==> src/rtl/adc_sample_averager_pkg.sv <==
// Shared constants for the ADC sample averager: FSM encodings and sample-count clamp helper.
package adc_sample_averager_pkg;

    localparam int unsigned STATE_W      = 3;
    localparam int unsigned AVG_LOG2_W   = 3;
    localparam int unsigned DEF_MAX_LOG2 = 4;

    localparam logic [STATE_W-1:0] ST_IDLE = 3'd0;
    localparam logic [STATE_W-1:0] ST_WAIT = 3'd1;
    localparam logic [STATE_W-1:0] ST_ACC  = 3'd2;
    localparam logic [STATE_W-1:0] ST_DIV  = 3'd3;
    localparam logic [STATE_W-1:0] ST_DONE = 3'd4;

    // Requested log2(sample count) limited to what the accumulator can hold.
    function automatic logic [AVG_LOG2_W-1:0] clamp_log2(
        input logic [AVG_LOG2_W-1:0] req,
        input logic [AVG_LOG2_W-1:0] max_log2
    );
        return (req > max_log2) ? max_log2 : req;
    endfunction

endpackage

==> src/rtl/adc_edge_sync.sv <==
// Registered rising-edge detectors for the measurement request and the ADC ready level.
module adc_edge_sync (
    input  logic clk,
    input  logic rst_n,
    input  logic start,
    input  logic rdy,
    output logic launch_c,
    output logic sample_c
);

    logic start_q;
    logic rdy_q;

    always_ff @(posedge clk or negedge rst_n) begin
        if (!rst_n) begin
            start_q <= 1'b0;
            rdy_q   <= 1'b0;
        end else begin
            start_q <= start;
            rdy_q   <= rdy;
        end
    end

    assign launch_c = start & ~start_q;
    assign sample_c = rdy & ~rdy_q;

endmodule

==> src/rtl/adc_sample_averager.sv <==
// Captures ADC conversions on ADC_RDY rising edges and reports the rounded mean of 2^n samples.
module adc_sample_averager
    import adc_sample_averager_pkg::*;
#(
    parameter int unsigned CADC_WIDTH = 10,
    parameter int unsigned MAX_LOG2   = DEF_MAX_LOG2,
    parameter int unsigned TMO_WIDTH  = 16
) (
    input  logic                  CLK,
    input  logic                  RST_N,
    input  logic                  MEAS_START,
    input  logic [AVG_LOG2_W-1:0] AVG_LOG2,
    input  logic [TMO_WIDTH-1:0]  TMO_LIMIT,
    input  logic [CADC_WIDTH-1:0] ADC,
    input  logic                  ADC_RDY,
    output logic [CADC_WIDTH-1:0] AVG_DATA,
    output logic                  MEAS_DONE,
    output logic                  MEAS_BUSY,
    output logic                  TIMEOUT
);

    localparam int unsigned ACC_W = CADC_WIDTH + MAX_LOG2;
    localparam int unsigned SUM_W = ACC_W + 1;
    localparam int unsigned CNT_W = MAX_LOG2 + 1;
    localparam logic [AVG_LOG2_W-1:0] MAX_N   = AVG_LOG2_W'(MAX_LOG2);
    localparam logic [SUM_W-1:0]      SAT_MAX = SUM_W'({CADC_WIDTH{1'b1}});

    logic                  launch_c;
    logic                  sample_c;
    logic [STATE_W-1:0]    state;
    logic [STATE_W-1:0]    state_nxt;
    logic [AVG_LOG2_W-1:0] n_q;
    logic [ACC_W-1:0]      acc;
    logic [CNT_W-1:0]      cnt;
    logic [TMO_WIDTH-1:0]  tmo;

    logic                  clr_c, add_c, tmo_step_c, set_tmo_c, div_c;
    logic                  last_c, tmo_hit_c;
    logic [CNT_W-1:0]      cnt_inc_c;
    logic [TMO_WIDTH-1:0]  tmo_inc_c;
    logic [SUM_W-1:0]      rnd_c, rnd_sum_c, shifted_c;
    logic [CADC_WIDTH-1:0] avg_c;

    adc_edge_sync u_edge_sync (
        .clk      (CLK),
        .rst_n    (RST_N),
        .start    (MEAS_START),
        .rdy      (ADC_RDY),
        .launch_c (launch_c),
        .sample_c (sample_c)
    );

    // Sample-count and per-sample timeout comparisons.
    always_comb begin
        cnt_inc_c = cnt + CNT_W'(1);
        last_c    = (cnt_inc_c == (CNT_W'(1) << n_q));
        tmo_inc_c = tmo + TMO_WIDTH'(1);
        tmo_hit_c = (TMO_LIMIT != '0) && (tmo_inc_c == TMO_LIMIT);
    end

    // Round-half-up divide by 2^n, one bit wider than the accumulator so the add cannot wrap.
    always_comb begin
        rnd_c = '0;
        if (n_q != '0) begin
            rnd_c = SUM_W'(1) << (n_q - AVG_LOG2_W'(1));
        end
        rnd_sum_c = {1'b0, acc} + rnd_c;
        shifted_c = rnd_sum_c >> n_q;
        avg_c     = (shifted_c > SAT_MAX) ? '1 : shifted_c[CADC_WIDTH-1:0];
    end

    always_ff @(posedge CLK or negedge RST_N) begin
        if (!RST_N) begin
            state <= ST_IDLE;
        end else begin
            state <= state_nxt;
        end
    end

    // Next-state and datapath strobes; a dropped request always wins over sample/timeout.
    always_comb begin
        state_nxt  = state;
        clr_c      = 1'b0;
        add_c      = 1'b0;
        tmo_step_c = 1'b0;
        set_tmo_c  = 1'b0;
        div_c      = 1'b0;
        case (state)
            ST_IDLE: begin
                if (launch_c) begin
                    state_nxt = ST_WAIT;
                    clr_c     = 1'b1;
                end
            end
            ST_WAIT: begin
                if (!MEAS_START) begin
                    state_nxt = ST_IDLE;
                end else if (sample_c) begin
                    add_c = 1'b1;
                    if (last_c) begin
                        state_nxt = ST_DIV;
                    end
                end else if (tmo_hit_c) begin
                    state_nxt = ST_DONE;
                    set_tmo_c = 1'b1;
                end else begin
                    tmo_step_c = 1'b1;
                end
            end
            ST_DIV: begin
                if (!MEAS_START) begin
                    state_nxt = ST_IDLE;
                end else begin
                    div_c     = 1'b1;
                    state_nxt = ST_DONE;
                end
            end
            ST_DONE: begin
                if (!MEAS_START) begin
                    state_nxt = ST_IDLE;
                end
            end
            default: state_nxt = ST_IDLE;
        endcase
    end

    always_ff @(posedge CLK or negedge RST_N) begin
        if (!RST_N) begin
            n_q <= '0;
            acc <= '0;
            cnt <= '0;
            tmo <= '0;
        end else if (clr_c) begin
            n_q <= clamp_log2(AVG_LOG2, MAX_N);
            acc <= '0;
            cnt <= '0;
            tmo <= '0;
        end else if (add_c) begin
            acc <= acc + ACC_W'(ADC);
            cnt <= cnt_inc_c;
            tmo <= '0;
        end else if (tmo_step_c) begin
            tmo <= tmo_inc_c;
        end
    end

    // Status and result registers; MEAS_DONE trails the DONE state by one cycle.
    always_ff @(posedge CLK or negedge RST_N) begin
        if (!RST_N) begin
            AVG_DATA  <= '0;
            MEAS_DONE <= 1'b0;
            MEAS_BUSY <= 1'b0;
            TIMEOUT   <= 1'b0;
        end else begin
            MEAS_DONE <= (state == ST_DONE);
            MEAS_BUSY <= (state_nxt == ST_WAIT) || (state_nxt == ST_ACC) || (state_nxt == ST_DIV);
            if (clr_c) begin
                TIMEOUT <= 1'b0;
            end else if (set_tmo_c) begin
                TIMEOUT <= 1'b1;
            end
            if (div_c) begin
                AVG_DATA <= avg_c;
            end
        end
    end

endmodule

==> config.mk <==
export PLATFORM = sky130hd
export DESIGN_NAME = adc_sample_averager
export DESIGN_NICKNAME = d
export VERILOG_FILES = /design/src/rtl/adc_sample_averager_pkg.sv /design/src/rtl/adc_edge_sync.sv /design/src/rtl/adc_sample_averager.sv
export SDC_FILE = /design/constraint.sdc
export NUM_CORES = 1
export LEC_CHECK = 0
export BUFFER_PORTS_ARGS = -buffer_cell sky130_fd_sc_hd__buf_4
export CAP_MARGIN = 20
export CELL_PAD_IN_SITES_DETAIL_PLACEMENT = 0
export CELL_PAD_IN_SITES_GLOBAL_PLACEMENT = 1
export CORE_MARGIN = 2
export CORE_UTILIZATION = 30
export CTS_BUF_LIST = sky130_fd_sc_hd__clkbuf_4 sky130_fd_sc_hd__clkbuf_8
export DETAILED_ROUTE_END_ITERATION = 8
export GPL_TIMING_DRIVEN = 0
export PLACE_DENSITY_LB_ADDON = 0.1
export SLEW_MARGIN = 20
export SYNTH_ARGS = -nofsm -noshare
export SYNTH_HDL_FRONTEND = slang
export SYNTH_HIERARCHICAL = 1
export SYNTH_SLANG_ARGS = --single-unit
==> constraint.sdc <==
create_clock -name CLK -period 4.2 [get_ports CLK]
set_input_delay 0.84 -clock CLK [delete_from_list [all_inputs] [get_ports CLK]]
set_output_delay 0.84 -clock CLK [all_outputs]
set_load 0.05 [all_outputs]
==> metrics, run 1 <==
status completed; CTS tree built; prevailing post-synth register cell dfrtp_1; met1 WL ~7.7 mm; clk_lat worst skew around 0.35 ns; Iteration-0 DRC Markers about 380; Non-Filler Instances around 850; Avg Vias per Cell between 5 and 6; DPL Wire Length about 12 mm; RD Place Congestion 0.839; Worst setup EP type flip-flop; first-pass GRT wire length about 25 mm; total length of routed wires 15.3 mm; fin util 0.358; Overflow after GRT 0; Final Max Slew Viols 0; H-tree depth 2; CTS root buf clkbuf_8; Arrival @ worst endpoint roughly 4.2 ns; Buffers on Ports 45; vias in the first global route 4513; Hold Crit Class reg -> reg; Post-synth ARST share 1.00; CTS clk-pin slew, worst paths roughly 0.13 ns; top cell type's share of synthesized area 0.292; synthesized area per cell roughly 8.3 um2; Yosys warnings 6; Mapped Area just under 5000 um2; main combinational cell family by area after synthesis simple AND/OR/NAND/NOR gates; die width 131 um; cell leakage power ~2.3 nW; WS Path Type reg -> reg; core area 15800 um2; Synth Register Bits 56; FP Rows 46; GRT Total Usage 0.188; largest net degree at the start of global routing between 50 and 60; post-synthesis simple-gate area fraction 0.254; dpl cells 841; number of flops mapped to enable cells by yosys 0; setup TNS 0 ns; Worst Max-Slew Pin Slew ~1.1 ns; Worst Path Required approximately 4.5 ns; Final setup viols 0; design area about 5700 um2; Max Freq around 0.25 GHz; Mapped Nets around 640; Worst Clk Skew approximately 0.022 ns; power density over the cells about 310 nW/um2; num ports 46; Area after DPL 5410 um2; ant diodes 0; total power ~1.7 mW; mux share of post-synthesis cell area 0.0398; layout cell share with drive strength beyond 1 0.169; vias between 4000 and 5000; post-synth top area cell dfrtp_1; Max clock buf depth 2; area share of xor/xnor cells in the synthesized design 0.0747; Max VDD drop 0.138 mV; nature of the critical path startpoint flip-flop; Fin. Hold Viols 0; routed len/inst about 18 um; Met3 Wirelength roughly 600 um; drt drc 0; Synth Area in Compound Gates 0.236; final period utilization 0.937; unique cell type count in the Yosys netlist 73; Initial Util 0.305; adder-cell area share of the yosys netlist 0.0604; clock period minus worst slack around 3.9 ns; TritonCTS buffer count 5; unrepaired setup endpoints after global routing no; Maximum Capacitance Violations 0; sequential share of the synthesized area 0.292; Clock Sink Count 56; height of the die 131 um; antenna violations before repair 0; number of detailed-route iterations in the first pass 5; crit-path max FO 10; Die ar. roughly 17000 um2; cells after synthesis 580; NumNets Final a little under 700; Rel. slew slack 0.288; ANT nets after route 0; top sig layer met4; met2 WL 6.80 mm; top post-synthesis cells by area dfrtp_1 (29%), ha_1 (5.2%), xnor2_1 (4.6%), a21oi_1 (4.3%), o21ai_0 (3.9%); Layout area overhead 17.6%
synth_stat cells, drive strengths merged, types with 3 or more instances:
cell,n
xnor2,25
a211o,3
buf,10
o21a,6
o22ai,4
nand4,11
nand3,36
nor3,20
ha,20
nand3b,3
or4,3
o2111ai,3
o21ai,40
a31oi,8
and3,6
mux4,4
or3,11
nor2b,10
o311ai,4
xor2,16
mux2i,9
o31ai,19
a211oi,14
nor4,10
nand2b,8
o211ai,8
dfrtp,56
inv,16
and4,3
nand2,37
a41oi,3
clkbuf,24
and2,10
a21boi,4
nor2,43
a21oi,41
or2,6
repair_timing:
item	CTS	global route
setup endpoints to repair	10	10
resized for setup	8	16
setup buffers	0	4
pin swaps	0	4
endpoints found under the hold margin	0	0
hold buffers	0	0
cloned	0	1
flip-flops by register name, summed over array words and instances, names as in the netlist, 3 cells and up:
register	cells
tmo	16
cnt	5
state	3
n_q	3
acc	14
AVG_DATA	10
final timing paths:
kind,end,slack (ns),start,cells past startpoint
hold / removal,TIMEOUT,0.52,TIMEOUT,2
hold reg to reg,TIMEOUT,0.52,TIMEOUT,2
max in group asynchronous,n_q[0],3.09,RST_N,1
setup reg to reg,AVG_DATA[5],0.26,n_q[0],15
min in group asynchronous,acc[7],0.55,RST_N,1
setup / recovery,AVG_DATA[5],0.26,n_q[0],15
metal layers:
layer,global-route usage,vias up
met5,0,-
met4,0.0488,0
met3,0.0248,11
met2,0.294,88
met1,0.274,2252
li1,-,2282
cell families after synthesis:
group,Yosys count
AOI/OAI and AO/OA,172
adders and majority gates,22
DFF,56
buffers and inverters,50
and+or+nand+nor,224
other,1
muxes,14
xor gates and xnor gates,41
through the flow:
stage | hold WS (ns) | worst slack, ns
2_1_floorplan | 0.489 | 0.591
3_3_place_gp | 0.488 | -0.650
3_5_place_dp | 0.504 | -0.657
4_1_cts | 0.530 | 0.00474
5_1_grt | 0.579 | 0.00634
6_report | 0.520 | 0.263
where the power goes:
part,internal (mW),switching [mW]
clock,0.196,0.216
combinational,0.265,0.420
sequential,0.587,0.0649
total,1.05,0.701
critical path, stage by stage, from the launching register on:
cell and delay (ns):
dfrtp_2 0.54, clkinvlp_4 0.20, buf_2 0.24, nor3_2 0.26, ha_1 0.26, inv_1 0.06, fa_1 0.41, nor2b_2 0.21
o31ai_4 0.12, a211oi_2 0.31, mux2i_1 0.40, o311ai_0 0.23, a22oi_2 0.19, buf_4 0.18, o21ai_4 0.11, o211ai_1 0.13
layout make-up:
type / instances / area, um2
plain buffers: 31 / 139
clock buffers: 6 / 82.6
well taps: 216 / 270
repair buffers: 49 / 368
clock inverters: 2 / 38.8
fillers: 1661 / 10100
multi-input cells: 475 / 3290
inverters: 16 / 63.8
flip-flops and latches: 56 / 1400
layout by cell type (no fill, tap or decap), types with 4 or more instances in the layout:
cell type	instances
a211oi_1	12
a21boi_0	4
a21oi_1	40
a31oi_1	8
and2_1	9
and3_1	6
buf_2	6
buf_4	50
clkbuf_1	18
clkbuf_8	6
dfrtp_1	55
ha_1	20
inv_1	15
mux2i_1	9
mux4_2	4
nand2_1	37
nand2b_1	8
nand3_1	35
nand4_1	11
nor2_1	43
nor2b_1	7
nor3_1	18
nor4_1	8
o211ai_1	8
o21a_1	5
o21ai_0	36
o31ai_1	17
or2_2	4
or3_1	11
xnor2_1	25
xor2_1	16
No activity file was read; power rests on OpenSTA's default activity.
==> run 2, diff against run 1 <==
--- a/config.mk
+++ b/config.mk
@@ -10,7 +10,7 @@
 export CELL_PAD_IN_SITES_DETAIL_PLACEMENT = 0
 export CELL_PAD_IN_SITES_GLOBAL_PLACEMENT = 1
 export CORE_MARGIN = 2
-export CORE_UTILIZATION = 30
+export CORE_UTILIZATION = 45
 export CTS_BUF_LIST = sky130_fd_sc_hd__clkbuf_4 sky130_fd_sc_hd__clkbuf_8
 export DETAILED_ROUTE_END_ITERATION = 8
 export GPL_TIMING_DRIVEN = 0
==> constraint.sdc (replaced) <==
create_clock -name CLK -period 4.65 [get_ports CLK]
set_input_delay 0.93 -clock CLK [delete_from_list [all_inputs] [get_ports CLK]]
set_output_delay 0.93 -clock CLK [all_outputs]
set_load 0.05 [all_outputs]
==> metrics, run 2 (synthesis results as in run 1) <==
Final Max Slew Viols 0 (unchanged); RD Place Congestion 0.900 (+7.2%); WHS 0.525 ns (+0.00475 ns); Buffers on Ports 45 (unchanged); final period utilization 0.921 (-0.0167); Max VDD drop 0.170 mV (+23%); H-tree depth 2 (unchanged); final worst setup slack 0.368 ns (+0.106 ns); switching power 0.608 mW (-13%); Final setup viols 0 (unchanged); Worst Clk Skew 0.0144 ns (-0.00731 ns); Layout area overhead 13.3%; Avg Vias per Cell 5.99 (+10%); vias 4605 (-0.60%); unrepaired setup endpoints after global routing no; first-pass GRT wire length 22.7 mm (-7.4%); status completed; power density over the cells 271 nW/um2 (-12%); Sw Ratio 0.412 (+0.0108); Fin. Hold Viols 0 (unchanged); combinational cell fraction of total power 0.413 (+0.021); Maximum Capacitance Violations 0 (unchanged); Worst path top cell family by delay compound AO/OA/AOI/OAI gates; num ports 46 (unchanged); Worst Max-Slew Pin Slew 0.867 ns (-0.192 ns); NumNets Final 687 (-0.29%); Initial Util 0.463 (+0.159); CTS root buf clkbuf_8; Place WS 0.151 ns (+0.808 ns); Crit path largest cell delay 0.41 ns (-0.13 ns); Hold Crit Class reg -> reg; sequential power share 0.391 (+0.018); CP Buf/Inv Count 5 (+1); CTS tree built; layout cell share with drive strength beyond 1 0.147 (-0.0216); CTS clk-pin slew, worst paths 0.11 ns (-0.02 ns); max reg flops 16 (unchanged); core area 10400 um2 (-34%); crit-path cells clkbuf_1 > inv_1 > clkbuf_1 > clkbuf_2 > nor3_2 > ha_1 > inv_1 > fa_1 > nor2b_1 > o31ai_2 > a2111oi_0 > a41oi_1 > o211ai_1 > o2111ai_1 > o21ai_4 > o211ai_1; largest net degree at the start of global routing 57 (unchanged); Arrival @ worst endpoint 4.47 ns (+0.26 ns); met2 Resource Use GR 0.383 (+0.0896); drt drc 0 (unchanged); height of the die 107 um (-18%); cell leakage power 2.30 nW (-1.6%); Iteration-0 DRC Markers 286 (-24%); Die ar. 11500 um2 (-32%); Rel. slew slack 0.417 (+0.129); Max clock buf depth 2 (unchanged); met3 GRT Util 0.0333 (+0.00846); r2r setup slk 0.37 ns (+0.11 ns); Pint 0.869 mW (-17%); largest registers tmo x16, acc x14, AVG_DATA x10; Max Freq 0.234 GHz (-8.0%); ANT nets after route 0 (unchanged); die width 107 um (-18%); crit-path max FO 10 (unchanged); antenna violations before repair 0 (unchanged); Largest Register tmo; TritonCTS buffer count 5 (unchanged); clock period minus worst slack 4.28 ns (+0.344 ns); GRT Total Usage 0.249 (+0.0617); most common cell after layout, fill and taps aside dfrtp_1; DPL Wire Length 10.6 mm (-9.1%); clk_lat worst skew 0.33 ns (-0.02 ns); routed len/inst 18.0 um (-0.16%); Overflow after GRT 0 (unchanged); slowest stage cell, crit path a2111oi_0; total length of routed wires 13.8 mm (-9.8%); ant diodes 0 (unchanged); Worst Path Required 4.84 ns (+0.37 ns); WS Path Type reg -> reg; vias in the first global route 4373 (-3.1%); commonest cells after routing, fill and taps aside dfrtp_1 (56), buf_4 (46), nor2_1 (43), a21oi_1 (41); FP Rows 37 (-20%); number of detailed-route iterations in the first pass 5 (unchanged); fin util 0.525 (+0.167); nature of the critical path startpoint flip-flop; Worst setup EP type flip-flop; met1 usage 0.379 (+0.105); GRT Max-Usage Layer met2; setup TNS 0 ns (unchanged); Clock Sink Count 56 (unchanged); Clock power frac 0.196 (-0.040)
-- run 2: cell type report --
class | instances | area (um2)
well taps | 136 | 170
clock buffers | 5 | 68.8
plain buffers | 34 | 148
fillers | 1027 | 4930
inverters | 16 | 60.1
repair buffers | 45 | 338
flip-flops and latches | 56 | 1400
clock inverters | 3 | 21.3
multi-input cells | 474 | 3240
-- run 2: path summary, 6_finish.rpt --
| kind | from | to | cells after the start |
|---|---|---|---|
| max reg2reg | n_q[0] | AVG_DATA[2] | 16 |
| min in group asynchronous | RST_N | u_edge_sync/rdy_q | 1 |
| min | TIMEOUT | TIMEOUT | 2 |
| min reg2reg | TIMEOUT | TIMEOUT | 2 |
| max in group asynchronous | RST_N | tmo[7] | 1 |
| max | n_q[0] | AVG_DATA[2] | 16 |
-- run 2: power groups by stage --
stage               clock [mW]  combinational, mW  sequential (mW)
finish                   0.290              0.610            0.577
global route             0.317              0.667            0.583
CTS                      0.296              0.598            0.576
detailed placement           0              0.596            0.585
global placement             0              0.589            0.583
floorplan                    0              0.366            0.632
-- run 2: worst min-delay path, delay by kind of cell, from the launching register on --
kind	cells	cell delay, ns
flip-flops	1	0.37
AND/OR/NAND/NOR	1	0.07
AO/OA/AOI/OAI	1	0.05
-- run 2: timing repair --
item | in CTS | in global routing
endpoints found under the hold margin | 0 | 0
hold buffers | 0 | 0
gates resized for setup | 0 | 9
endpoints found under the setup margin | 0 | 10
setup buffers | 0 | 0
-- run 2: metal layers --
layer / up-vias / wire length (um)
li1: 2274 / -
met1: 2189 / 6830
met2: 134 / 6100
met3: 8 / 807
met4: 0 / 88
met5: - / 0
-- run 2: metrics by stage --
step                std cells  power, mW  cell area (um2)
global placement          761       1.17             5310
detailed placement        761       1.18             5310
floorplan                 580      0.998             4810
finish                    769       1.48             5440
CTS                       769       1.47             5400
global route              769       1.57             5440
